$ cat config.mk
export PLATFORM = sky130hd
export DESIGN_NAME = matmul4_scheduler
export DESIGN_NICKNAME = d
export VERILOG_FILES = /design/src/rtl/tpu_pkg.sv /design/src/rtl/matmul4_scheduler_tile_index_map.sv /design/src/rtl/matmul4_scheduler.sv
export SDC_FILE = /design/constraint.sdc
export NUM_CORES = 1
export LEC_CHECK = 0
export BUFFER_PORTS_ARGS = -buffer_cell sky130_fd_sc_hd__buf_2
export CAP_MARGIN = 40
export CORE_MARGIN = 2
export CORE_UTILIZATION = 52
export CTS_CLUSTER_DIAMETER = 150
export DETAILED_ROUTE_END_ITERATION = 10
export PLACE_DENSITY = 0.68
export SYNTH_ARGS = -nofsm -noshare
export SYNTH_HDL_FRONTEND = slang
export SYNTH_SLANG_ARGS = --single-unit
$ cat constraint.sdc
create_clock -name clk -period 10.9 [get_ports clk]
set_input_delay 2.18 -clock clk [delete_from_list [all_inputs] [get_ports clk]]
set_output_delay 2.18 -clock clk [all_outputs]
set_load 0.005 [all_outputs]
$ cat src/rtl/tpu_pkg.sv
// Shared types and dimensions for the 4x4 matrix-multiply scheduler built on the 2x2 tile engine.
package tpu_pkg;

   typedef enum logic [2:0] {
      IDLE,
      LOAD,
      WAIT,
      READ,
      NEXT
   } sched_state_t;

   localparam int TILE_DIM         = 2;
   localparam int MAT_DIM          = 4;
   localparam int TILE_LOAD_CYCLES = 8;
   localparam int TILE_READ_CYCLES = 4;

endpackage

$ cat src/rtl/matmul4_scheduler_tile_index_map.sv
// Maps tile coordinates plus the in-tile step to A/B source and C target indices.
module tile_index_map (
   input  logic       ti,
   input  logic       tj,
   input  logic       tk,
   input  logic [2:0] step,
   output logic [3:0] src_idx,
   output logic [3:0] c_idx
);

   // Row-major 4x4 index is {row[1], row[0], col[1], col[0]}; tile coordinate supplies the high bit
   assign src_idx = step[2] ? {tk, step[1], tj, step[0]}
                            : {ti, step[1], tk, step[0]};
   assign c_idx   = {ti, step[1], tj, step[0]};

endmodule

$ cat src/rtl/matmul4_scheduler.sv
// Runs a 4x4 x 4x4 byte matrix multiply as eight 2x2 tile jobs and accumulates into C.
module matmul4_scheduler
   import tpu_pkg::*;
#(
   parameter int TIMEOUT = 16
) (
   input  logic       clk,
   input  logic       rst_n,
   input  logic       h_load_en,
   input  logic       h_load_sel_ab,
   input  logic [3:0] h_load_index,
   input  logic [7:0] h_in_data,
   input  logic       h_start,
   input  logic       h_out_en,
   input  logic [3:0] h_out_sel,
   output logic [7:0] h_out_data,
   output logic       busy,
   output logic       done,
   output logic       err,
   output logic       t_load_en,
   output logic       t_load_sel_ab,
   output logic [1:0] t_load_index,
   output logic [7:0] t_in_data,
   output logic       t_out_en,
   output logic [1:0] t_out_sel,
   input  logic [7:0] t_out_data,
   input  logic       t_result_valid
);

   localparam int ELEMS  = MAT_DIM * MAT_DIM;
   localparam int WAIT_W = $clog2(TIMEOUT + 1);

   sched_state_t state;
   logic [7:0]   a_mem [ELEMS];
   logic [7:0]   b_mem [ELEMS];
   logic [7:0]   c_mem [ELEMS];
   logic [15:0]  a_ld;
   logic [15:0]  b_ld;
   logic         ti, tj, tk;
   logic [2:0]   step;
   logic [WAIT_W-1:0] wait_cnt;
   logic [3:0]   src_idx;
   logic [3:0]   c_idx;
   logic         load_ok;

   assign busy    = (state != IDLE);
   assign load_ok = h_load_en && !busy;

   tile_index_map u_map (
      .ti      (ti),
      .tj      (tj),
      .tk      (tk),
      .step    (step),
      .src_idx (src_idx),
      .c_idx   (c_idx)
   );

   // Operand storage is not reset; the loaded bitmaps decide whether its contents are usable
   always_ff @(posedge clk) begin
      if (rst_n && load_ok) begin
         if (h_load_sel_ab)
            b_mem[h_load_index] <= h_in_data;
         else
            a_mem[h_load_index] <= h_in_data;
      end
   end

   always_ff @(posedge clk) begin
      if (!rst_n) begin
         state    <= IDLE;
         a_ld     <= '0;
         b_ld     <= '0;
         done     <= 1'b0;
         err      <= 1'b0;
         ti       <= 1'b0;
         tj       <= 1'b0;
         tk       <= 1'b0;
         step     <= '0;
         wait_cnt <= '0;
         for (int i = 0; i < ELEMS; i++)
            c_mem[i] <= '0;
      end else begin
         case (state)
            IDLE: begin
               if (load_ok) begin
                  if (h_load_sel_ab)
                     b_ld[h_load_index] <= 1'b1;
                  else
                     a_ld[h_load_index] <= 1'b1;
                  done <= 1'b0;
                  err  <= 1'b0;
               end
               // Start sees the bitmaps from before any same-cycle load
               if (h_start && (&a_ld) && (&b_ld)) begin
                  state <= LOAD;
                  ti    <= 1'b0;
                  tj    <= 1'b0;
                  tk    <= 1'b0;
                  step  <= '0;
                  done  <= 1'b0;
                  err   <= 1'b0;
               end
            end
            LOAD: begin
               if (step == 3'(TILE_LOAD_CYCLES - 1)) begin
                  state    <= WAIT;
                  step     <= '0;
                  wait_cnt <= '0;
               end else begin
                  step <= step + 3'd1;
               end
            end
            WAIT: begin
               if (t_result_valid) begin
                  state <= READ;
                  step  <= '0;
               end else if (wait_cnt == WAIT_W'(TIMEOUT - 1)) begin
                  state <= IDLE;
                  err   <= 1'b1;
               end else begin
                  wait_cnt <= wait_cnt + 1'b1;
               end
            end
            READ: begin
               c_mem[c_idx] <= tk ? (c_mem[c_idx] + t_out_data) : t_out_data;
               if (step == 3'(TILE_READ_CYCLES - 1)) begin
                  state <= NEXT;
                  step  <= '0;
               end else begin
                  step <= step + 3'd1;
               end
            end
            NEXT: begin
               if (ti && tj && tk) begin
                  state <= IDLE;
                  done  <= 1'b1;
               end else begin
                  state        <= LOAD;
                  {ti, tj, tk} <= {ti, tj, tk} + 3'd1;
               end
            end
            default: state <= IDLE;
         endcase
      end
   end

   always_comb begin
      t_load_en     = 1'b0;
      t_load_sel_ab = 1'b0;
      t_load_index  = '0;
      t_in_data     = '0;
      t_out_en      = 1'b0;
      t_out_sel     = '0;
      if (state == LOAD) begin
         t_load_en     = 1'b1;
         t_load_sel_ab = (step >= 3'(TILE_DIM * TILE_DIM));
         t_load_index  = step[1:0];
         t_in_data     = step[2] ? b_mem[src_idx] : a_mem[src_idx];
      end else if (state == READ) begin
         t_out_en  = 1'b1;
         t_out_sel = step[1:0];
      end
   end

   assign h_out_data = (h_out_en && !busy) ? c_mem[h_out_sel] : 8'd0;

endmodule

==> metrics.md <==
| Metric | Value |
|---|---|
| Detailed Place HPWL | `about 30 mm` |
| GPL Wtd Cong | `0.925` |
| Synth Area in Simple Gates | `0.0734` |
| Synth unique cells | `between 40 and 50` |
| Total vias in the final route | `10300` |
| Fmax | `157 MHz` |
| Vias in the first global route | `between 10000 and 15000` |
| Via density | `6.14` |
| Outcome | `completed` |
| Synth Area in Compound Gates | `0.0355` |
| Post-route DRC | `0` |
| Seq pwr share | `0.542` |
| Unrepaired setup endpoints after global routing | `no` |
| Combinational Power Share | `0.035` |
| Slew @ Worst Pin | `~0.9 ns` |
| Antenna violations before repair | `0` |
| Die height | `193 um` |
| Core ar. | `~35000 sq um` |
| Net Switching | `approximately 0.7 mW` |
| Number of synthesized flops with an enable pin | `~380` |
| Mux cell area share after synthesis | `0.188` |
| Post-synthesis async set-or-reset flop share | `0` |
| Clock-pin slew on the worst setup and hold paths | `0.06 ns` |
| Internal Power | `around 2.7 mW` |
| Largest net degree at the start of global routing | `65` |
| Commonest non-fill, non-tap cells in the layout | `384 x edfxtp_1, 181 x nor2_1, 143 x mux4_2` |
| Max VDD drop | `135 uV` |
| Fraction of final layout cells sized beyond drive strength 1 | `0.262` |
| FP Rows | `69` |
| Antenna-violating nets left | `0` |
| Final-report hold violation count | `0` |
| Main combinational cell family by area after synthesis | `multiplexers` |
| Synthesized cell area | `~19000 sq um` |
| GRT Total Usage | `0.239` |
| Num ports | `between 50 and 60` |
| H-tree depth | `2` |
| Syn avg cell area | `approximately 17 sq um` |
| Post-Route WL | `about 44 mm` |
| Setup TNS | `0 ns` |
| Top FF cell, synth | `edfxtp_1` |
| DP Area | `19600 sq um` |
| Remaining global-route overflow | `0` |
| Die extent in x | `around 190 um` |
| Area share of fa/ha/maj cells after synthesis | `0.0105` |
| Xor and xnor area share after synthesis | `0.00524` |
| Worst Path Arrival | `approximately 4.2 ns` |
| Post_cts resized | `0` |
| Clk_lat worst skew | `about 0.56 ns` |
| Fillers | `~2600` |
| Leak Pwr | `about 7.3 nW` |
| Worst path required time | `8.72 ns` |
| CP Capture Type | `output port` |
| Number of port buffers | `between 50 and 60` |
| Final net count | `around 1200` |
| Clk buf depth | `3` |
| Worst Hold Class | `flop to flop` |
| Area grow syn2layout | `12.4%` |
| Clock share of power | `0.423` |
| # clock sinks | `~430` |
| CTS tree | `built` |
| Crit-path max FO | `18` |
| Worst reg2reg setup slack | `around 6.7 ns` |
| Kind of critical path | `primary input to output port` |
| Startpoint types | `primary input` |
| Wirelength per Cell | `about 26 um` |
| Switch share | `0.206` |
| Commonest non-fill, non-tap cell in the layout | `edfxtp_1` |
| Gate Count Post-Synth | `about 1100` |
| Design area | `roughly 21000 sq um` |
| Final Max Tran Viols | `0` |
| Yosys warns | `0` |
| Slew HR | `0.401` |
| Post-CTS setup buffers | `0` |
| Initial DRC count | `between 1000 and 1500` |
| Starting Density | `0.526` |
| Total of max-cap violations | `0` |
| CTS Buf Count | `44` |
| Post-Syn Nets | `approximately 1200` |
| Seq/Total Area, Yosys | `0.671` |
| Setup violators final | `0` |
| Clock Tree Root | `clkbuf_16` |
| CTS Hold Bufs | `0` |
| Cell Pwr Density | `162 nW/um^2` |
| N_diodes | `0` |
| Clock skew | `between 0.02 and 0.025 ns` |
| Die area | `37300 sq um` |
| Synth Register Bits | `around 430` |
| First-pass GRT wire length | `between 60 and 70 mm` |
| Period minus WS final | `6.35 ns` |
| Final Cycle Share | `0.583` |
| 1st-pass router iterations | `5` |
==> state kept, by name (all words and copies together) (netlist names), 3 cells and up <==
name	flops
b_ld	16
a_ld	16
step	3
b_mem	128
wait_cnt	5
c_mem	128
state	3
a_mem	128
==> stage by stage <==
step	instances	power [mW]	hold slack [ns]	utilization	setup WS, ns
global placement	1575	1.99	0.433	0.546	4.36
finish	1675	3.39	0.453	0.591	4.55
global route	1675	3.48	0.464	0.591	4.42
CTS	1674	3.41	0.455	0.591	4.53
detailed placement	1598	1.99	0.441	0.552	4.53
floorplan	1109	1.93	0.426	-	4.91
==> worst max-delay path, stage by stage <==
cell and delay [ns]:
buf_2 0.44, buf_16 0.25, mux4_2 0.51, mux4_2 0.51, nor2b_1 0.15, buf_2 0.13
==> final timing paths <==
path / start / to / depth (start not counted)
worst max-delay path: h_out_sel[0] / h_out_data[5] / 6
worst min register to register: b_ld[4] / b_ld[4] / 1
worst min-delay path: b_ld[4] / b_ld[4] / 1
worst max register to register: step[0] / c_mem[6][7] / 10
==> power by group through the flow <==
stage	clock (mW)	combinational, mW	sequential (mW)
final	1.43	0.120	1.84
after global routing	1.51	0.130	1.84
after CTS	1.45	0.121	1.84
after detailed placement	0	0.121	1.87
after global placement	0	0.116	1.87
after floorplan	0	0.0724	1.86
==> routing by layer <==
metal / share of wire / track usage / vias up
met4: 0.029 / 0.0735 / 0
met3: 0.059 / 0.0305 / 79
met2: 0.53 / 0.422 / 415
met1: 0.38 / 0.310 / 5275
met5: 0 / 0 / -
li1: - / - / 4508
==> cell type report <==
type | count | area (sq um) | area share
multi-input combinational | 602 | 5820 | 0.278
inverter | 11 | 41.3 | 0.00197
clock inverter | 18 | 170 | 0.00813
clock buffer | 58 | 1200 | 0.0575
tap | 461 | 577 | 0.0276
timing repair buffer | 93 | 618 | 0.0295
sequential | 432 | 12500 | 0.597
==> logic make-up (layout without fill, tap and decap cells) <==
group,after synthesis,count (layout)
flip-flops,432,432
AND/OR/NAND/NOR,317,317
multiplexers,168,168
AO/OA/AOI/OAI,93,93
buffers and inverters,75,180
adder cells (fa/ha/maj),15,15
XOR/XNOR,9,9
==> synth_stat cells (8+ instances only) <==
| cell | count | area (sq um) |
|---|---|---|
| edfxtp_1 | 384 | 11500 |
| a211oi_1 | 10 | 75.1 |
| inv_1 | 11 | 41.3 |
| ha_1 | 14 | 175 |
| a21oi_1 | 9 | 45.0 |
| nand2_1 | 60 | 225 |
| o22ai_1 | 8 | 50.1 |
| nand4_1 | 8 | 50.1 |
| o21ai_0 | 11 | 55.1 |
| mux2_2 | 17 | 191 |
| dfxtp_1 | 48 | 961 |
| mux4_2 | 143 | 3220 |
| buf_2 | 22 | 110 |
| nor2b_1 | 29 | 181 |
| nor3_1 | 11 | 55.1 |
| nor2_1 | 181 | 679 |
| o221ai_1 | 8 | 70.1 |
| a21o_1 | 34 | 255 |
| clkbuf_1 | 36 | 135 |
Power figures use the tool's default switching activity.
